==> config.mk <==
export PLATFORM = sky130hd
export DESIGN_NAME = rs_issue_unit_flat
export DESIGN_NICKNAME = d
export VERILOG_FILES = /design/src/rtl/rs_issue_unit_pkg.sv /design/src/rtl/rv32i_types.sv /design/src/rtl/rs_issue_unit_if.sv /design/src/rtl/rs_issue_unit_rr_picker.sv /design/src/rtl/rs_issue_unit.sv /design/src/flat_wrapper.sv
export SDC_FILE = /design/constraint.sdc
export NUM_CORES = 1
export LEC_CHECK = 0
export ABC_CLOCK_PERIOD_IN_PS = 7020
export CAP_MARGIN = 40
export CORE_AREA = 2 2 269 271
export DETAILED_ROUTE_END_ITERATION = 8
export DIE_AREA = 0 0 271 273
export HOLD_SLACK_MARGIN = 0.15
export PLACE_DENSITY = 0.41
export REMOVE_ABC_BUFFERS = 1
export SKIP_LAST_GASP = 1
export SLEW_MARGIN = 20
export SYNTH_ARGS = -nofsm -noshare
export SYNTH_HDL_FRONTEND = slang
export SYNTH_SLANG_ARGS = --single-unit
==> constraint.sdc <==
create_clock -name clk -period 7.02 [get_ports clk]
set_input_delay 1.053 -clock clk [delete_from_list [all_inputs] [get_ports clk]]
set_output_delay 1.053 -clock clk [all_outputs]
set_load 0.05 [all_outputs]
==> src/rtl/rs_issue_unit_pkg.sv <==
// Helpers local to the issue-select stage.
//   popcount : number of set bits in a (zero-extended) bitmap
package rs_issue_unit_pkg;

  localparam int unsigned POPCNT_MAX_W = 64;

  function automatic int unsigned popcount(input logic [POPCNT_MAX_W-1:0] v);
    int unsigned n;
    n = 0;
    for (int i = 0; i < POPCNT_MAX_W; i++) n += 32'(v[i]);
    return n;
  endfunction

endpackage

==> src/rtl/rv32i_types.sv <==
// Shared RV32I pipeline types.
//   rs_d       : reservation-station entry (readiness flags + payload)
//   ex_issue_t : issue-port bundle (valid, station index, entry copy)
package rv32i_types;

  localparam int unsigned RS_SIZE  = 8;
  localparam int unsigned RS_IDX_W = $clog2(RS_SIZE);

  // Reservation-station entry; r1/r2 mark resolved source operands.
  typedef struct packed {
    logic        valid;
    logic        r1;
    logic        r2;
    logic [3:0]  op;
    logic [31:0] v1;
    logic [31:0] v2;
    logic [3:0]  rob_tag;
  } rs_d;

  // Issue-port bundle held by the issue unit.
  typedef struct packed {
    logic                valid;
    logic [RS_IDX_W-1:0] idx;
    rs_d                 entry;
  } ex_issue_t;

endpackage

==> src/rtl/rs_issue_unit_if.sv <==
// Issue-stage bus: station contents in, execute issue port out,
// completion in, per-entry free pulses and in-flight count out.
//   master : the issue unit
//   slave  : station / execute side
interface rs_issue_unit_if #(
  parameter int unsigned SIZE  = 8,
  parameter int unsigned IDX_W = $clog2(SIZE)
);
  import rv32i_types::*;

  localparam int unsigned CNT_W = $clog2(SIZE + 1);

  rs_d              rs_data [SIZE];
  logic             flush;
  logic             ex_valid;
  logic             ex_ready;
  rs_d              ex_entry;
  logic [IDX_W-1:0] ex_idx;
  logic             cmpl_valid;
  logic [IDX_W-1:0] cmpl_idx;
  logic [SIZE-1:0]  free;
  logic [CNT_W-1:0] inflight_cnt;

  modport master (
    input  rs_data, flush, ex_ready, cmpl_valid, cmpl_idx,
    output ex_valid, ex_entry, ex_idx, free, inflight_cnt
  );

  modport slave (
    output rs_data, flush, ex_ready, cmpl_valid, cmpl_idx,
    input  ex_valid, ex_entry, ex_idx, free, inflight_cnt
  );

endinterface

==> src/rtl/rs_issue_unit_rr_picker.sv <==
// Combinational picker over the eligibility vector.
// Macro RS_ISSUE_RR_EN: first eligible index at or above i_prio, wrapping;
// otherwise a plain lowest-index priority encoder (no i_prio port).
//   i_elig    : per-entry eligibility
//   i_prio    : round-robin start index (RS_ISSUE_RR_EN only)
//   o_found_c : any entry eligible
//   o_sel_c   : chosen index
module rs_issue_unit_rr_picker #(
  parameter int unsigned SIZE  = 8,
  parameter int unsigned IDX_W = $clog2(SIZE)
) (
  input  logic [SIZE-1:0]  i_elig,
`ifdef RS_ISSUE_RR_EN
  input  logic [IDX_W-1:0] i_prio,
`endif
  output logic             o_found_c,
  output logic [IDX_W-1:0] o_sel_c
);

  always_comb begin
    o_found_c = |i_elig;
    o_sel_c   = '0;
`ifdef RS_ISSUE_RR_EN
    // Walk offsets high to low so the smallest offset from i_prio wins;
    // SIZE is a power of two, so the IDX_W-bit add wraps naturally.
    for (int k = SIZE - 1; k >= 0; k--) begin
      if (i_elig[IDX_W'(i_prio + IDX_W'(k))]) o_sel_c = IDX_W'(i_prio + IDX_W'(k));
    end
`else
    for (int j = SIZE - 1; j >= 0; j--) begin
      if (i_elig[j]) o_sel_c = IDX_W'(j);
    end
`endif
  end

endmodule

==> src/rtl/rs_issue_unit.sv <==
// Issue-select stage behind the ALU reservation station. Picks a ready,
// not-yet-issued entry, holds it on a registered valid/ready port, tracks
// issued entries until completion and pulses per-entry frees.
// Macro RS_ISSUE_RR_EN enables round-robin selection (prio register).
//   clk, rst : clock, synchronous active-high reset
//   bus      : rs_issue_unit_if.master (rs_data, flush, ex_*, cmpl_*,
//              free (combinational), inflight_cnt)
// SIZE must not exceed rv32i_types::RS_SIZE (width of ex_issue_t.idx).
module rs_issue_unit
  import rv32i_types::*;
  import rs_issue_unit_pkg::*;
#(
  parameter int unsigned SIZE  = 8,
  parameter int unsigned IDX_W = $clog2(SIZE)
) (
  input  logic              clk,
  input  logic              rst,
  rs_issue_unit_if.master   bus
);

  localparam int unsigned CNT_W = $clog2(SIZE + 1);

  ex_issue_t        r_out;
  logic [SIZE-1:0]  r_issued;
  logic [CNT_W-1:0] r_cnt;

  logic [SIZE-1:0]  w_cmpl_hot;
  logic [SIZE-1:0]  w_elig;
  logic [SIZE-1:0]  w_issued_nxt;
  logic             w_load;
  logic             w_found;
  logic [IDX_W-1:0] w_sel;

`ifdef RS_ISSUE_RR_EN
  logic [IDX_W-1:0] r_prio;
`endif

  // One-hot decode of the completing index.
  always_comb begin
    w_cmpl_hot = '0;
    if (bus.cmpl_valid) w_cmpl_hot[bus.cmpl_idx] = 1'b1;
  end

  assign bus.free = bus.flush ? '0 : w_cmpl_hot;

  // A completing entry is excluded so it cannot re-issue while its slot is freed.
  always_comb begin
    w_elig = '0;
    for (int i = 0; i < SIZE; i++) begin
      w_elig[i] = bus.rs_data[i].valid & bus.rs_data[i].r1 & bus.rs_data[i].r2
                & ~r_issued[i] & ~w_cmpl_hot[i];
    end
  end

  assign w_load = !r_out.valid || bus.ex_ready;

  rs_issue_unit_rr_picker #(
    .SIZE  (SIZE),
    .IDX_W (IDX_W)
  ) u_rr_picker (
    .i_elig    (w_elig),
`ifdef RS_ISSUE_RR_EN
    .i_prio    (r_prio),
`endif
    .o_found_c (w_found),
    .o_sel_c   (w_sel)
  );

  // Completion clears, new issue sets, flush wipes everything.
  always_comb begin
    w_issued_nxt = r_issued & ~w_cmpl_hot;
    if (w_load && w_found) w_issued_nxt[w_sel] = 1'b1;
    if (bus.flush) w_issued_nxt = '0;
  end

  // Issue register, issued bitmap and in-flight count.
  always_ff @(posedge clk) begin
    if (rst) begin
      r_out    <= '0;
      r_issued <= '0;
      r_cnt    <= '0;
    end else begin
      r_issued <= w_issued_nxt;
      r_cnt    <= CNT_W'(popcount(POPCNT_MAX_W'(w_issued_nxt)));
      if (bus.flush) begin
        r_out.valid <= 1'b0;
      end else if (w_load) begin
        if (w_found) begin
          r_out.valid <= 1'b1;
          r_out.idx   <= RS_IDX_W'(w_sel);
          r_out.entry <= bus.rs_data[w_sel];
        end else begin
          r_out.valid <= 1'b0;
        end
      end
    end
  end

`ifdef RS_ISSUE_RR_EN
  // Round-robin pointer; untouched by flush.
  always_ff @(posedge clk) begin
    if (rst) begin
      r_prio <= '0;
    end else if (!bus.flush && w_load && w_found) begin
      r_prio <= IDX_W'(w_sel + IDX_W'(1));
    end
  end
`endif

  assign bus.ex_valid     = r_out.valid;
  assign bus.ex_idx       = IDX_W'(r_out.idx);
  assign bus.ex_entry     = r_out.entry;
  assign bus.inflight_cnt = r_cnt;

endmodule

==> src/flat_wrapper.sv <==
// flat-port wrapper written by rule: the top's interface ports become plain ports
module rs_issue_unit_flat import rv32i_types::*; import rs_issue_unit_pkg::*;
#(
  parameter int unsigned SIZE  = 8,
  parameter int unsigned IDX_W = $clog2(SIZE)
)
  (clk, rst, bus_rs_data, bus_flush, bus_ex_ready, bus_cmpl_valid, bus_cmpl_idx, bus_ex_valid, bus_ex_entry, bus_ex_idx, bus_free, bus_inflight_cnt);
  rs_issue_unit_if #(.SIZE(SIZE), .IDX_W(IDX_W)) bus_i ();
  input  logic clk;
  input  logic rst;
  input wire logic [$bits(bus_i.rs_data)-1:0] bus_rs_data;
  input wire logic [$bits(bus_i.flush)-1:0] bus_flush;
  input wire logic [$bits(bus_i.ex_ready)-1:0] bus_ex_ready;
  input wire logic [$bits(bus_i.cmpl_valid)-1:0] bus_cmpl_valid;
  input wire logic [$bits(bus_i.cmpl_idx)-1:0] bus_cmpl_idx;
  output wire logic [$bits(bus_i.ex_valid)-1:0] bus_ex_valid;
  output wire logic [$bits(bus_i.ex_entry)-1:0] bus_ex_entry;
  output wire logic [$bits(bus_i.ex_idx)-1:0] bus_ex_idx;
  output wire logic [$bits(bus_i.free)-1:0] bus_free;
  output wire logic [$bits(bus_i.inflight_cnt)-1:0] bus_inflight_cnt;
  assign bus_i.rs_data = {>>{bus_rs_data}};
  assign bus_i.flush = bus_flush;
  assign bus_i.ex_ready = bus_ex_ready;
  assign bus_i.cmpl_valid = bus_cmpl_valid;
  assign bus_i.cmpl_idx = bus_cmpl_idx;
  assign bus_ex_valid = bus_i.ex_valid;
  assign bus_ex_entry = bus_i.ex_entry;
  assign bus_ex_idx = bus_i.ex_idx;
  assign bus_free = bus_i.free;
  assign bus_inflight_cnt = bus_i.inflight_cnt;
  rs_issue_unit #(.SIZE(SIZE), .IDX_W(IDX_W)) u_core (.clk(clk), .rst(rst), .bus(bus_i));
endmodule
**Word-level counts from Yosys, hierarchy flattened**

Index checks and enable logic that the tools add are counted.
Widths: inputs -> output; s select.

- Register bits: 91
- Bits of input ports: 608
- Output and inout port bits: 91
- Word-level logic and storage cells: 104

- Add/sub/neg operators: 7
- $lt $le $gt $ge: 5
- Multiplexer cells: 20
- Bitwise logic cells: 53
- Reduce and logical (&&, ||, !) cells: 8

Operators by type and width:

| kind | number |
|---|---|
| $bmux 75 s3 | 1 |
| $mux 75 | 2 |
| $and 1x1->1 | 32 |
| $mux 8 | 4 |
| $add 4x1->4 | 6 |
| $mux 3 | 8 |
| $not 1->1 | 17 |
| $and 8x8->8 | 1 |
| $lt 3x4->1 const B | 2 |
| $not 8->8 | 1 |
| $or 8x8->8 | 1 |
| $reduce_or 8->1 | 1 |
| $demux 1 s3 | 2 |
| $ge 3x1->1 const B | 2 |
| $ge 4x4->1 const B | 1 |
| $not 3->4 | 1 |
| $logic_and 1x1->1 | 3 |
| $mux 1 | 3 |
| $reduce_and 3->1 | 1 |
| $add 1x1->2 | 1 |
| $reduce_or 2->1 | 1 |
| $logic_not 1->1 | 1 |
| $logic_or 1x1->1 | 1 |

**Longest topological paths before layout**

- Word-level depth: 29
- Gate-level depth with buffers: 17
- Depth with buffers taken out: 15

**Hierarchy**

Synthesis repeated with hierarchy kept, for this count alone.

- Cells, all modules: 981
- Area total of the unflattened synthesis: 8119.0 µm²

By module, submodules not included:

| module | times used | cells an instance | area an instance (µm²) | seq. area each (µm²) |
|---|---|---|---|---|
| rs_issue_unit | 1 | 968 | 8037.7 | 1821.7 |
| rs_issue_unit_rr_picker | 1 | 13 | 81.3 | 0.0 |

**Least setup slack after synthesis**

Ideal clock, no wire load.

- Path type: input port to flip-flop
- From: in bus_cmpl_valid
- To: reg u_core.r_cnt[1], in the netlist u_core.bus.inflight_cnt[1]
- Library setup time: 0.067 ns
- Arrival time: 4.764 ns
- Data required time: 6.953 ns
- Setup slack: 2.190 ns
- Cell stages on the path: 15
- Path buffers: 3
- Cell sequence: buf_2 -> or4b_4 -> and2_4 -> nor3_1 -> buf_2 -> buf_2 -> a22oi_1 -> or2_2 -> fa_1 -> fa_1 -> inv_1 -> fa_1 -> inv_1 -> fa_1 -> nor2_1

- Cells in the longest elaborated chain, start to end: 25
- Elaborated cells between the ends (all ways): 44
- Classes of those cells: add/sub: 7; order compare: 2; mux: 13; bitwise: 19; reduce/logical: 3

RTL lines:

| item | line | source |
|---|---|---|
| start, declared | flat_wrapper.sv:14 | `input wire logic [$bits(bus_i.cmpl_valid)-1:0] bus_cmpl_valid;` |
| $mux 8 (*) | rs_issue_unit.sv:41 | `if (bus.cmpl_valid) w_cmpl_hot[bus.cmpl_idx] = 1'b1;` |
| $not 1->1 | rs_issue_unit.sv:51 | `& ~r_issued[i] & ~w_cmpl_hot[i];` |
| $and 1x1->1 | rs_issue_unit.sv:51 |  |
| $mux 3 (8 in a row) | rs_issue_unit_rr_picker.sv:31 | `if (i_elig[j]) o_sel_c = IDX_W'(j);` |
| $lt 3x4->1 (not written as such) / $ge 3x1->1 (equally long branches) | rs_issue_unit.sv:72 | `if (w_load && w_found) w_issued_nxt[w_sel] = 1'b1;` |
| $logic_and 1x1->1 (not written as such) | rs_issue_unit.sv:72 |  |
| $mux 1 (not written as such) | rs_issue_unit.sv:72 |  |
| $demux 1 s3 | n/a |  |
| $or 8x8->8 (no line) | n/a |  |
| $mux 8 (*) | rs_issue_unit.sv:72 |  |
| $mux 8 (*) | rs_issue_unit.sv:73 | `if (bus.flush) w_issued_nxt = '0;` |
| $add 1x1->2 | rs_issue_unit_pkg.sv:10 | `for (int i = 0; i < POPCNT_MAX_W; i++) n += 32'(v[i]);` |
| $add 4x1->4 (5 in a row) | rs_issue_unit_pkg.sv:10 |  |
| $add 4x1->4 (*) | rs_issue_unit_pkg.sv:10 |  |
| end signal, assigned | rs_issue_unit.sv:84 | `r_cnt <= CNT_W'(popcount(POPCNT_MAX_W'(w_issued_nxt)));` |
| end, declared | rs_issue_unit.sv:25 | `logic [CNT_W-1:0] r_cnt;` |

Every way passes the cells marked *; elsewhere a longest branch is shown, timed or not.
A chain may end at the register's enable or synchronous reset.

**Final worst setup path**

- From: in bus_cmpl_idx[0]
- To: reg u_core.r_cnt[1], in the netlist u_core.bus.inflight_cnt[1]

- Cells in the longest elaborated chain, start to end: 29
- Elaborated cells between the ends (all ways): 49
- Classes of those cells: add/sub: 7; order compare: 4; mux: 15; bitwise: 19; reduce/logical: 4

RTL lines:

| item | line | source |
|---|---|---|
| start, declared | flat_wrapper.sv:15 | `input wire logic [$bits(bus_i.cmpl_idx)-1:0] bus_cmpl_idx;` |
| $lt 3x4->1 (not written as such) / $ge 3x1->1 (equally long branches) | rs_issue_unit.sv:41 |  |
| $logic_and 1x1->1 (not written as such) | rs_issue_unit.sv:41 |  |
| $mux 1 (not written as such) | rs_issue_unit.sv:41 |  |
| $demux 1 s3 (*) | n/a |  |
| $mux 8 (*) | rs_issue_unit.sv:41 |  |
| $not 1->1 | rs_issue_unit.sv:51 |  |
| $and 1x1->1 | rs_issue_unit.sv:51 |  |
| $mux 3 (8 in a row) | rs_issue_unit_rr_picker.sv:31 |  |
| (+2 left out) | n/a |  |
| $mux 1 (not written as such) | rs_issue_unit.sv:72 |  |
| $demux 1 s3 | n/a |  |
| $or 8x8->8 (no line) | n/a |  |
| $mux 8 (*) | rs_issue_unit.sv:72 |  |
| $mux 8 (*) | rs_issue_unit.sv:73 |  |
| $add 1x1->2 | rs_issue_unit_pkg.sv:10 |  |
| $add 4x1->4 (5 in a row) | rs_issue_unit_pkg.sv:10 |  |
| $add 4x1->4 (*) | rs_issue_unit_pkg.sv:10 |  |

Marks and branches as above.

==> impl_metrics.toml <==
[drt]
vias = 10400
via_per_inst = 4.19
drtIter0Drc = 495
drt_pass1_iterations = 5
wirelength_mm = 55.1
wl_per_cell_um = 22.1
route.detailed.drc = 0
detail-route-antenna-nets = 0

[worst_setup_path]
required_ns = 7.34
endpoint_kind = "flip-flop"
crit_chain = "clkdlybuf4s50_1 -> nand4bb_1 -> nand4_1 -> nand2b_1 -> a41oi_2 -> nor2b_1 -> a22oi_1 -> or2_2 -> fa_1 -> fa_1 -> inv_1 -> fa_1 -> inv_1 -> fa_1 -> nor2_1"
crit_fanout = 9
critPathLaunchType = "input port"
r2r_start = "u_core.r_issued[4]$_SDFF_PP0_"
critPathSlowestCell = "clkdlybuf4s50_1"
cp-startpoint = "bus_cmpl_idx[0]"
r2r_cells = 14
cpPeakStageDelay_ns = 0.64
worstSetupPathType = "input port to flip-flop"
crit_arrival_ns = 5.57
cp_top_family = "adder cells"
timing.rr.end = "u_core.bus.inflight_cnt[1]$_SDFF_PP0_"
reg2reg_slack_ns = 2.89
worst-path-stages = 15
crit_top_cell = "fa_1"
path_buf_inv = 3

[sta]
hold_viol_final = 0
rsz0062_at_grt = "no"
period_minus_slack_ns = 5.25
fin_skew_ns = 0.0207
layout_setup_ws_ns = 1.77
worst_pin_slew_ns = 0.826
finalCritPeriodShare_pct = 74.9
maxSlewHeadroom_pct = 45.0
setup_violations = 0
fmax_ghz = 0.190
slew_violations = 0

[cells_and_area]
synthToLayoutAreaGrowth_pct = 114
num-nets-final = 2144
layout-drive-gt1-share_pct = 8.54
fin_util_pct = 22.1
fill_cells = 7757

[clock_network]
cts_setup_buffers = 0
cts_tree = "done"
postCtsHoldBufs = 0
cts_num_sinks = 91
cts_made_buffers = 9
insertion_delay_ns = 0.39
path_clk_slew_ns = 0.07
cts-resized-gates = 0
clockRootBuffer = "clkbuf_16"
htreeDepth = 3
cts.path.max_buffers = 2

[floorplanning]
core_region_area_um2 = 71000
die-area_um2 = 74000
pin_count = 699
die_h_um = 273
num_rows = 98
die_x_um = 271
start_util_pct = 10.4

[grt]
grt_overflow = 0
grt_pass1_wl_mm = 77.3
grt_max_degree = 79
antenna_found_initial = 8
grt_pass1_vias = 11200
grt_use_total_pct = 14.1

[yosys]
yosys-top-cells-count = "a22oi_1, dfxtp_1, a21oi_1, nand2_1, clkbuf_1"
synth_edf_count = 0
yosysWarningCount = 0
syn_area_per_cell_um2 = 8.16
synth_area_leaders = "dfxtp_1, a22oi_1, a221o_1"
synth_top_area_share_pct = 24.8
synth_area_um2 = 7360
ys_seq_elements = 91
async_flop_share_pct = 0
syn_inst = 901
synth_cell_types = 46
yosysMostFrequentCell = "a22oi_1"
synth_ff_type = "dfxtp_1"
ys_seq_area_share_pct = 24.8
synth_top_cell_by_area = "dfxtp_1"

[placement]
port_buffers = 698
post-dp-hpwl_mm = 42.6
place_congestion = 0.856
place_ws_ns = 1.41

[outcome]
status = "complete, no violations"

[power]
power_density_nw_per_um2 = 146
p_leak_nw = 5.65
ir_drop_mv = 0.0851

[hold_path]
hold_end = "u_core.bus.ex_idx[2]$_SDFFE_PP0P_"
whs_path_depth = 2
hold_path.class = "flip-flop to flip-flop"
hp-start = "u_core.bus.ex_idx[2]$_SDFFE_PP0P_"

[job]
cap_violations = 0
## cell families after synthesis
logic type               Yosys count  synth area share (%)
buffers and inverters            111                  6.67
AND/OR/NAND/NOR                  166                  10.9
flip-flops                        91                  24.8
AO/OA/AOI/OAI                    525                  55.9
adder cells (fa/ha/maj)            7                  1.60
XOR/XNOR                           1                 0.119
## area by class of cell
cell class                      instances  area, µm²  area share (%)
Clock buffer                           13        260            1.66
Tap cell                              950       1190            7.57
Clock inverter                          3       22.5           0.143
Timing Repair Buffer                  722       7260            46.2
Multi-Input combinational cell        699       5120            32.6
Inverter                                6       22.5           0.143
Antenna cell                            4       10.0          0.0637
Sequential cell                        91       1820            11.6
## routing by layer
| layer | global-route usage, % | up-vias | routed length (µm) |
|---|---|---|---|
| met5 | 0 | - | 9 |
| met4 | 4.41 | 2 | 1140 |
| met3 | 4.36 | 41 | 4180 |
| met2 | 25.6 | 459 | 27900 |
| met1 | 15.8 | 5024 | 21900 |
| li1 | - | 4902 | - |
## how the worst max path moves through the flow
stage / end / slack [ns]
floorplan: u_core.bus.inflight_cnt[1]$_SDFF_PP0_ / -1.84
global placement: u_core.bus.inflight_cnt[1]$_SDFF_PP0_ / 1.44
detailed placement: u_core.bus.inflight_cnt[1]$_SDFF_PP0_ / 1.41
CTS: u_core.bus.inflight_cnt[1]$_SDFF_PP0_ / 1.83
global route: u_core.bus.inflight_cnt[1]$_SDFF_PP0_ / 1.56
finish: u_core.bus.inflight_cnt[1]$_SDFF_PP0_ / 1.77
## power by group
part / total (mW) / internal [mW] / switching [mW]
Clock: 0.527 / 0.261 / 0.265
Sequential: 0.598 / 0.568 / 0.0301
Combinational: 1.17 / 0.567 / 0.606
Total: 2.30 / 1.40 / 0.902
## state kept, by name (all words and copies together) (netlist names)
| signal | flops |
|---|---|
| u_core.bus.ex_entry | 75 |
| u_core.bus.ex_valid | 1 |
| u_core.r_issued | 8 |
| u_core.bus.inflight_cnt | 4 |
| u_core.bus.ex_idx | 3 |
## cell usage in the layout, fill, tap and decap left out, types with 3 or more instances in the layout
master / instances
clkdlybuf4s50_1: 698
a22oi_1: 147
dfxtp_1: 91
a21oi_1: 79
nand2_1: 76
o211ai_1: 74
a221o_1: 72
a211o_1: 72
a21oi_2: 70
nor2_1: 35
buf_4: 18
nor2b_1: 10
nand4_1: 9
clkbuf_16: 9
inv_1: 6
nand4b_1: 5
or2_2: 5
diode_2: 4
fa_1: 4
buf_12: 4
nor3_1: 3
nor2_4: 3
ha_1: 3
clkinvlp_4: 3
## per-stage QoR
stage | instances | TNS, ns | hold slack, ns | area, µm² | power [mW]
final | 2488 | 0 | 0.460 | 15700 | 2.30
after global routing | 2487 | 0 | 0.481 | 15700 | 2.43
after CTS | 2483 | 0 | 0.467 | 15700 | 2.35
after detailed placement | 2467 | 0 | 0.448 | 15400 | 1.78
after global placement | 2463 | 0 | 0.444 | 15300 | 1.77
after floorplan | 796 | -57.38 | 0.486 | 6890 | 1.14
## worst reg2reg max path, stage by stage, from the launching register on
cell      delay, ns
dfxtp_1        0.35
nor2b_1        0.12
nand4_1        0.28
nand2b_1       0.26
a41oi_2        0.42
nor2b_1        0.23
a22oi_1        0.09
or2_2          0.30
fa_1           0.50
fa_1           0.50
inv_1          0.05
fa_1           0.38
inv_1          0.10
fa_1           0.40
nor2_1         0.10
Note: power is estimated with default switching activity, not from simulation.
